**config.mk**
```make
export PLATFORM = sky130hd
export DESIGN_NAME = serial_tx_arbiter_flat
export DESIGN_NICKNAME = d
export VERILOG_FILES = /design/src/rtl/serial_tx_arbiter_if.sv /design/src/rtl/serial_tx_arbiter.sv /design/src/flat_wrapper.sv
export SDC_FILE = /design/constraint.sdc
export NUM_CORES = 1
export LEC_CHECK = 0
export BUFFER_PORTS_ARGS = -buffer_cell sky130_fd_sc_hd__buf_4
export CORE_MARGIN = 2
export CORE_UTILIZATION = 50
export CTS_BUF_LIST = sky130_fd_sc_hd__clkbuf_8
export DETAILED_ROUTE_END_ITERATION = 7
export PLACE_DENSITY = 0.72
export SYNTH_ARGS = -nofsm -noshare
export SYNTH_HDL_FRONTEND = slang
export SYNTH_SLANG_ARGS = --single-unit
```
**constraint.sdc**
```tcl
create_clock -name clk -period 3.5 [get_ports clk]
set_clock_uncertainty 0.1 [all_clocks]
set_input_delay 0.35 -clock clk [delete_from_list [all_inputs] [get_ports clk]]
set_output_delay 0.35 -clock clk [all_outputs]
set_load 0.05 [all_outputs]
```
**src/rtl/serial_tx_arbiter_if.sv**
```systemverilog
// Bundles the two requester handshakes and the serial transmitter link so the
// arbiter and its environment connect through one port.
interface serial_tx_arbiter_if #(
    parameter int DATA_W = 15
);
    logic              req0;
    logic              req1;
    logic [3:0]        len0;
    logic [3:0]        len1;
    logic [DATA_W-1:0] data0;
    logic [DATA_W-1:0] data1;
    logic              grant0;
    logic              grant1;
    logic              done0;
    logic              done1;
    logic              err;
    logic              serIn;
    logic              clkEn;
    logic              busy;
    logic              serOutValid;

    modport master (
        output req0, req1, len0, len1, data0, data1, serOutValid,
        input  grant0, grant1, done0, done1, err, serIn, clkEn, busy
    );

    modport slave (
        input  req0, req1, len0, len1, data0, data1, serOutValid,
        output grant0, grant1, done0, done1, err, serIn, clkEn, busy
    );
endinterface

```
**src/rtl/serial_tx_arbiter.sv**
```systemverilog
// Round-robin arbiter that shares one serial transmitter between two requesters,
// framing each request as HEADER, 4-bit length and payload with paced clkEn strobes.
module serial_tx_arbiter #(
    parameter int         STEP_DIV = 4,
    parameter logic [3:0] HEADER   = 4'b1101,
    parameter int         DATA_W   = 15
) (
    input  logic              clk,
    input  logic              rst,
    serial_tx_arbiter_if.slave bus
);
    localparam int                STEP_W    = $clog2(STEP_DIV);
    localparam logic [STEP_W-1:0] STEP_LAST = STEP_W'(STEP_DIV - 1);
    localparam int                SH_W      = $clog2(DATA_W + 1);

    typedef enum logic [2:0] {IDLE, HDR, CNT, PAY, FIN} state_t;

    state_t            r_state;
    state_t            w_next;
    logic [STEP_W-1:0] r_step;
    logic [3:0]        r_bit;
    logic [3:0]        r_len;
    logic [DATA_W-1:0] r_shift;
    logic              r_src;
    logic              r_ptr;
    logic              r_valSeen;
    logic              r_grant0;
    logic              r_grant1;

    logic              w_anyReq;
    logic              w_pick;
    logic [3:0]        w_selLen;
    logic [DATA_W-1:0] w_selData;
    logic [SH_W-1:0]   w_shAmt;
    logic              w_sending;
    logic              w_stepLast;
    logic              w_phaseEnd;
    logic              w_serIn;

    // w_pick selects source 1 when high; the pointer only matters on a tie
    assign w_anyReq   = bus.req0 | bus.req1;
    assign w_pick     = (bus.req0 & bus.req1) ? r_ptr : bus.req1;
    assign w_selLen   = w_pick ? bus.len1 : bus.len0;
    assign w_selData  = w_pick ? bus.data1 : bus.data0;
    assign w_shAmt    = SH_W'(DATA_W) - SH_W'(w_selLen);
    assign w_sending  = (r_state == HDR) || (r_state == CNT) || (r_state == PAY);
    assign w_stepLast = (r_step == STEP_LAST);

    always_ff @(posedge clk or posedge rst) begin
        if (rst) begin
            r_state <= IDLE;
        end else begin
            r_state <= w_next;
        end
    end

    always_comb begin
        w_next     = r_state;
        w_phaseEnd = 1'b0;
        w_serIn    = 1'b0;
        case (r_state)
            IDLE: begin
                if (w_anyReq) begin
                    w_next = HDR;
                end
            end
            HDR: begin
                w_serIn = HEADER[2'd3 - r_bit[1:0]];
                if (w_stepLast && (r_bit == 4'd3)) begin
                    w_phaseEnd = 1'b1;
                    w_next     = CNT;
                end
            end
            CNT: begin
                w_serIn = r_len[2'd3 - r_bit[1:0]];
                if (w_stepLast && (r_bit == 4'd3)) begin
                    w_phaseEnd = 1'b1;
                    w_next     = (r_len == 4'd0) ? FIN : PAY;
                end
            end
            PAY: begin
                w_serIn = r_shift[DATA_W-1];
                if (w_stepLast && (r_bit == (r_len - 4'd1))) begin
                    w_phaseEnd = 1'b1;
                    w_next     = FIN;
                end
            end
            FIN: begin
                w_next = IDLE;
            end
            default: begin
                w_next = IDLE;
            end
        endcase
    end

    // Payload is left-aligned at grant so bit N-1 leaves first from the MSB
    always_ff @(posedge clk or posedge rst) begin
        if (rst) begin
            r_step    <= '0;
            r_bit     <= 4'd0;
            r_len     <= 4'd0;
            r_shift   <= '0;
            r_src     <= 1'b0;
            r_ptr     <= 1'b0;
            r_valSeen <= 1'b0;
            r_grant0  <= 1'b0;
            r_grant1  <= 1'b0;
        end else begin
            r_grant0 <= 1'b0;
            r_grant1 <= 1'b0;
            if ((r_state == IDLE) && w_anyReq) begin
                r_src     <= w_pick;
                r_ptr     <= ~w_pick;
                r_grant0  <= ~w_pick;
                r_grant1  <= w_pick;
                r_len     <= w_selLen;
                r_shift   <= w_selData << w_shAmt;
                r_step    <= '0;
                r_bit     <= 4'd0;
                r_valSeen <= 1'b0;
            end else if (w_sending) begin
                if ((r_state == PAY) && bus.serOutValid) begin
                    r_valSeen <= 1'b1;
                end
                if (w_stepLast) begin
                    r_step <= '0;
                    r_bit  <= w_phaseEnd ? 4'd0 : (r_bit + 4'd1);
                    if (r_state == PAY) begin
                        r_shift <= r_shift << 1;
                    end
                end else begin
                    r_step <= r_step + STEP_W'(1);
                end
            end
        end
    end

    assign bus.serIn  = w_serIn;
    assign bus.clkEn  = w_sending & w_stepLast;
    assign bus.busy   = (r_state != IDLE);
    assign bus.grant0 = r_grant0;
    assign bus.grant1 = r_grant1;
    assign bus.done0  = (r_state == FIN) & ~r_src;
    assign bus.done1  = (r_state == FIN) & r_src;
    assign bus.err    = (r_state == FIN) && (r_len != 4'd0) && !r_valSeen;
endmodule
```
**src/flat_wrapper.sv**
```systemverilog
// flat-port wrapper written by rule: the top's interface ports become plain ports
module serial_tx_arbiter_flat 
#(
    parameter int         STEP_DIV = 4,
    parameter logic [3:0] HEADER   = 4'b1101,
    parameter int         DATA_W   = 15
)
  (clk, rst, bus_req0, bus_req1, bus_len0, bus_len1, bus_data0, bus_data1, bus_serOutValid, bus_grant0, bus_grant1, bus_done0, bus_done1, bus_err, bus_serIn, bus_clkEn, bus_busy);
  serial_tx_arbiter_if #(.DATA_W(DATA_W)) bus_i ();
  input  logic clk;
  input  logic rst;
  input wire logic [$bits(bus_i.req0)-1:0] bus_req0;
  input wire logic [$bits(bus_i.req1)-1:0] bus_req1;
  input wire logic [$bits(bus_i.len0)-1:0] bus_len0;
  input wire logic [$bits(bus_i.len1)-1:0] bus_len1;
  input wire logic [$bits(bus_i.data0)-1:0] bus_data0;
  input wire logic [$bits(bus_i.data1)-1:0] bus_data1;
  input wire logic [$bits(bus_i.serOutValid)-1:0] bus_serOutValid;
  output wire logic [$bits(bus_i.grant0)-1:0] bus_grant0;
  output wire logic [$bits(bus_i.grant1)-1:0] bus_grant1;
  output wire logic [$bits(bus_i.done0)-1:0] bus_done0;
  output wire logic [$bits(bus_i.done1)-1:0] bus_done1;
  output wire logic [$bits(bus_i.err)-1:0] bus_err;
  output wire logic [$bits(bus_i.serIn)-1:0] bus_serIn;
  output wire logic [$bits(bus_i.clkEn)-1:0] bus_clkEn;
  output wire logic [$bits(bus_i.busy)-1:0] bus_busy;
  assign bus_i.req0 = bus_req0;
  assign bus_i.req1 = bus_req1;
  assign bus_i.len0 = bus_len0;
  assign bus_i.len1 = bus_len1;
  assign bus_i.data0 = bus_data0;
  assign bus_i.data1 = bus_data1;
  assign bus_i.serOutValid = bus_serOutValid;
  assign bus_grant0 = bus_i.grant0;
  assign bus_grant1 = bus_i.grant1;
  assign bus_done0 = bus_i.done0;
  assign bus_done1 = bus_i.done1;
  assign bus_err = bus_i.err;
  assign bus_serIn = bus_i.serIn;
  assign bus_clkEn = bus_i.clkEn;
  assign bus_busy = bus_i.busy;
  serial_tx_arbiter #(.STEP_DIV(STEP_DIV), .HEADER(HEADER), .DATA_W(DATA_W)) u_core (.clk(clk), .rst(rst), .bus(bus_i));
endmodule
```
Word level (Yosys, flattened, before mapping):

Index checks and enable logic that the tools add are counted.

* register bits after elaboration: 33
* bits in latches: 0
* memory bits (writable): 0
* memory bits (read-only): 0
* input bits: 43
* output and inout bits: 8
* word-level logic and storage cells: 90
* memories kept: 0

* add/subtract/negate cells: 5
* multiply operators: 0
* div/mod/pow operators: 0
* order comparisons: 1
* equality and inequality tests: 11
* shifts and indexed selects: 1
* multiplexer cells: 33
* bitwise logic cells: 7
* reduce and logical (&&, ||, !) cells: 22

Operators with widths (count)
* $mux 15: 5
* $mux 4: 5
* $mux 3: 5
* $shl 15x4->15: 1
* $pmux 3 s4: 1
* $mux 1: 10
* $reduce_bool 2->1: 4
* $eq 3x2->1 const B: 2
* $logic_and 1x1->1: 6
* $mux 2: 3
* $add 4x1->4 const B: 1
* $and 1x1->1: 4
* $bmux 1 s2: 2
* $eq 4x2->1 const B: 1
* $eq 4x4->1: 1
* $logic_not 4->1: 1
* $ne 2x1->1 const B: 2
* $ne 2x2->1 const B: 2
* $reduce_and 2->1: 2
* $reduce_and 4->1: 1
* $reduce_bool 4->1: 1
* $sub 4x1->4 const B: 1
* $sub 4x4->4 const A: 1
* $eq 3x1->1 const B: 1
* 15 further kinds: 17

Longest topological paths before layout:

* depth after elaboration: 9
* gate-level depth with buffers: 9
* gate-level depth less buffers: 8

Least setup slack after synthesis:

Ideal clock, no wire load.

* kind: register to register
* start: register u_core.r_ptr
* end: register u_core.r_shift[7]
* setup time: 0.083 ns
* arrival time: 1.894 ns
* path slack: 1.423 ns
* cell stages (with the launch flop): 9
* buffers on the path: 2
* cells stage by stage: dfrtp_1 -> nand2b_4 -> and3_1 -> buf_2 -> or2_1 -> buf_4 -> mux2i_1 -> mux4_2 -> o22ai_1

* word-level cells in the longest chain between the ends: 5
* elaborated cells on any way between the ends: 6
* classes of those cells: add/sub (1); shift (1); mux (4)

Ends and longest elaborated chain
* from (decl): RTL line serial_tx_arbiter.sv:25 `logic r_ptr;`
* from (signal assigned): RTL line serial_tx_arbiter.sv:114 `r_ptr <= ~w_pick;`
* $mux 1 (*): RTL line serial_tx_arbiter.sv:42 `assign w_pick = (bus.req0 & bus.req1) ? r_ptr : bus.req1;`
* $mux 4: RTL line serial_tx_arbiter.sv:43 `assign w_selLen = w_pick ? bus.len1 : bus.len0;`
* $sub 4x4->4: RTL line serial_tx_arbiter.sv:45 `assign w_shAmt = SH_W'(DATA_W) - SH_W'(w_selLen);`
* $shl 15x4->15 (*): RTL line serial_tx_arbiter.sv:118 `r_shift <= w_selData << w_shAmt;`
* $mux 15 (*): RTL line serial_tx_arbiter.sv:112 `if ((r_state == IDLE) && w_anyReq) begin`
* to (signal assigned): RTL line serial_tx_arbiter.sv:118
* to (signal assigned): RTL line serial_tx_arbiter.sv:130 `r_shift <= r_shift << 1;`
* to (decl): RTL line serial_tx_arbiter.sv:23 `logic [DATA_W-1:0] r_shift;`

Mark *: on every way between the ends. The rest lies on a longest branch, timed or not.
A chain may end at the register's enable or synchronous reset.

Worst setup path after layout:

* start: register u_core.r_state[1]
* end: register u_core.r_shift[11]

* word-level cells in the longest chain between the ends: 5
* elaborated cells on any way between the ends: 12
* classes of those cells: eq/ne (3); mux (1); reduce/logical (8)

Ends and longest elaborated chain
* from (decl): RTL line serial_tx_arbiter.sv:18 `state_t r_state;`
* from (signal assigned): RTL line serial_tx_arbiter.sv:53 `r_state <= w_next;`
* $eq 3x1->1 / $eq 3x2->1 (equally long branches): RTL line serial_tx_arbiter.sv:46 `assign w_sending = (r_state == HDR) || (r_state == CNT) || (r_state == PAY);`
* $logic_or 1x1->1 (2 in series): RTL line serial_tx_arbiter.sv:46
* $reduce_bool 2->1 (no source line)
* $reduce_and 3->1 (no source line)

Parallel ways exist; a longest one is shown, timed or not.

==> results.txt <==
----------------------------------------------------
[Clock tree]
  H-tree lvl count ... 2
  Postcts setup bufs ... 0
  CTS sink cnt ... 33
  Number of buffers added by the clock tree synthesis step ... 5
  Buffer type at the clock tree root ... sky130_fd_sc_hd__clkbuf_8
  CTS Buffer Depth ... 2
  TritonCTS clock tree ... built
  CTS hold repair buffers ... 0
  Post-cts gate resize count ... 0
  CTS clock-pin slew for the worst setup and hold paths ... 0.08 ns
  Clk Latency, worst-skew pair ... 0.28 ns

[Place]
  Routability congestion estimate ... 0.997
  Count of buffers inserted at the top-level ports ... 50
  Total half-perimeter wirelength after legalization and detailed placement ... 7060 um

[Synth]
  Fraction of synthesized cell area taken by the top area cell type ... 0.272
  Simple-Gate Fraction of Synth Area ... 0.220
  Arithmetic-cell share of the synthesized area counting full adders, half adders and majority gates ... 0.0206
  Post-synthesis sequential element count ... 33
  Xor and xnor fraction of the mapped netlist area ... 0.0173
  Synthesized cell area ... 3040 um^2
  Mapped Cells ... 360
  Async set or reset register ratio after synthesis ... 1.00
  Average footprint of a synthesized cell ... 8.44 um^2
  Top-count cell post-synth ... sky130_fd_sc_hd__nor2_1
  Mux share of post-synthesis cell area ... 0.202
  Sequential cell area fraction in the yosys report ... 0.272
  Mapped Nets ... 408
  Combinational family with the most area after synthesis ... compound AO/OA/AOI/OAI gates
  Leading cell types by count after synthesis ... 41 x sky130_fd_sc_hd__nor2_1, 34 x sky130_fd_sc_hd__mux2i_1, 33 x sky130_fd_sc_hd__dfrtp_1, 25 x sky130_fd_sc_hd__o21ai_0
  Top cells by area in the synthesized netlist ... sky130_fd_sc_hd__dfrtp_1 27%, sky130_fd_sc_hd__mux2i_1 11%, sky130_fd_sc_hd__mux2_2 6.3%
  Number of library cell types mapped by synthesis ... 67
  EDFF count, synth ... 0
  Most used DFF post-synth ... sky130_fd_sc_hd__dfrtp_1
  Leading area contributor after synthesis ... sky130_fd_sc_hd__dfrtp_1
  Total of warnings raised by yosys ... 0
  Fraction of the mapped netlist area in compound gates ... 0.222

[Global routing]
  First-pass GRT wire length ... 14,400 um
  Vias in the first global route ... 2,790
  Most crowded layer after global routing ... met2
  Met3 capacity usage during global routing ... 0.0462
  Maximum number of pins on one net before global-route repair ... 34
  Met1 track utilization from global routing ... 0.407
  Antenna violations before repair ... 0
  Grt met2 use ... 0.443
  Global-route total usage across every layer ... 0.281
  GR Overflow Total ... 0

[Route]
  Final routed DRC violation total ... 0
  Detailed Route Iter0 Violations ... 316
  Antenna Violating Nets Remaining ... 0
  Total number of vias ... 3,037
  Initial DRT Pass Iterations ... 7
  Final wirelength ... 9200 um
  WL per Instance ... 19.4 um
  Routed vias/inst ... 6.39

[Timing]
  Slew Limit Fails ... 0
  RSZ-0062 raised after global routing ... no
  Final count of hold timing violations ... 0
  Endpoints failing setup ... 0
  Maximum frequency from static timing analysis ... 0.379 GHz
  Final sum of negative setup slack ... 0 ns
  Slew HR ... 0.532
  Worst slew pin tran ... 0.695 ns
  Final critical-path share of the clock period ... 0.754
  Post-layout minimum cycle time ... 2.64 ns

[Worst setup path]
  Maximum fanout along the worst path ... 20
  Data arrival time of the worst path ... 2.75 ns
  Slowest CP cell ... sky130_fd_sc_hd__or4_1
  Largest stage delay on the critical path ... 0.93 ns
  Launching element type of the critical path ... flip-flop
  Required arrival time at the worst endpoint ... 3.61 ns
  Crit Path Class ... reg2reg
  Flop-to-flop setup slack ... 0.86 ns
  Critical Path, Cell by Cell ... or4_1, a21oi_4, nand2_2, nor3_2, o32a_1
  Crit end category ... flip-flop

[Finish]
  Number of diodes ... 0
  Final core utilization ... 0.595
  Area of all sequential standard cells ... 826 um^2
  NumNets Final ... 447
  Fraction of layout cells with a size suffix above 1 ... 0.238
  Multi-input gate area in the final layout ... 2070 um^2
  Area added between synthesis and finish ... 15.4%
  Fillers ... 523

[Hold path]
  Path type of the worst min-delay path ... in2async

[Pwr]
  IR drop worst, VDD ... 0.514 mV
  Leakage power summed over all cells ... 1.59 nW
  Power density normalized to cell area ... 672 nW/um^2
  Final Power ... 2.35 mW

[Job]
  Number of maximum-capacitance constraint violations ... 0

[Die]
  Die Footprint ... 6710 um^2
  Std-Cell Core Area ... 5890 um^2
  Floorplan row count ... 28
  Count of pins on the block boundary ... 51
  Die height ... 81.9 um
  Die boundary width ... 81.9 um
  Initial Util ... 0.516

[Outcome]
  Result of the run ... complete, no violations

----------------------------------------------------
==> power breakdown <==
part           total [mW]  switching [mW]  internal [mW]
clock network       0.275           0.140          0.135
registers           0.753           0.194          0.559
logic                1.33           0.760          0.565
total                2.35            1.09           1.26
==> sequential cells by signal, indices dropped and copies added, names as in the netlist <==
register and flops:
u_core.r_shift 15, u_core.r_bit 4, u_core.r_len 4, u_core.r_state 3, u_core.r_step 2, u_core.bus.grant0 1
u_core.bus.grant1 1, u_core.r_ptr 1, u_core.r_src 1, u_core.r_valSeen 1
==> logic make-up after synthesis <==
kind of cell | after synthesis
compound gates | 100
xor+xnor | 6
fa+ha+maj | 5
buf+inv | 29
flops | 33
mux | 55
simple gates | 132
==> metal layers <==
| layer | wire length (um) | up-vias |
|---|---|---|
| li1 | - | 1430 |
| met1 | 4160 | 1437 |
| met2 | 4170 | 160 |
| met3 | 764 | 10 |
| met4 | 106 | 0 |
| met5 | 0 | - |
==> final timing paths <==
kind / start / endpoint / cells past startpoint
setup / recovery: u_core.r_state[1] / u_core.r_shift[11] / 5
hold / removal: rst / u_core.r_bit[1] / 3
setup reg to reg: u_core.r_state[1] / u_core.r_shift[11] / 5
hold reg to reg: u_core.r_shift[1] / u_core.r_shift[1] / 1
max in group asynchronous: rst / u_core.r_state[1] / 3
min in group clk: bus_serOutValid / u_core.r_valSeen / 3
==> critical path: cells and delay by family (launching register included) <==
family          cells  cell delay (ns)
simple gates        3             1.33
flops               1             0.58
compound gates      2             0.55
==> layout by cell type, fill, tap and decap left out, types with 3 or more instances in the layout <==
cell type / n
sky130_fd_sc_hd__nand3b_1: 4
sky130_fd_sc_hd__nand2_1: 24
sky130_fd_sc_hd__o31ai_1: 4
sky130_fd_sc_hd__clkbuf_8: 5
sky130_fd_sc_hd__o21bai_1: 4
sky130_fd_sc_hd__a221oi_1: 4
sky130_fd_sc_hd__mux2i_1: 34
sky130_fd_sc_hd__mux4_2: 3
sky130_fd_sc_hd__inv_1: 7
sky130_fd_sc_hd__a21oi_1: 24
sky130_fd_sc_hd__a211o_1: 3
sky130_fd_sc_hd__xnor2_1: 4
sky130_fd_sc_hd__ha_1: 5
sky130_fd_sc_hd__dfrtp_1: 33
sky130_fd_sc_hd__and3_1: 8
sky130_fd_sc_hd__nor2_1: 41
sky130_fd_sc_hd__or3_1: 5
sky130_fd_sc_hd__a21o_1: 3
sky130_fd_sc_hd__o22ai_1: 3
sky130_fd_sc_hd__a211oi_1: 4
sky130_fd_sc_hd__mux2_2: 17
sky130_fd_sc_hd__nor3_1: 18
sky130_fd_sc_hd__nand3_1: 10
sky130_fd_sc_hd__buf_4: 53
sky130_fd_sc_hd__o21ai_0: 25
==> per-stage QoR <==
step                instances  setup slack (ns)  cell area [um^2]  hold WS (ns)
floorplan                 360              1.42              3040         0.343
global placement          467              1.01              3420         0.364
detailed placement        467             0.912              3420         0.376
CTS                       475             0.886              3500        0.0765
global route              475             0.700              3500        0.0994
finish                    475             0.861              3500        0.0658
==> layout make-up <==
class,count,area share
tap,75,0.0268
clock inverter,3,0.00393
multi-input combinational,298,0.592
timing repair buffer,53,0.114
sequential,33,0.236
clock buffer,5,0.0196
inverter,8,0.00857
(Power assumes the default switching activity.)
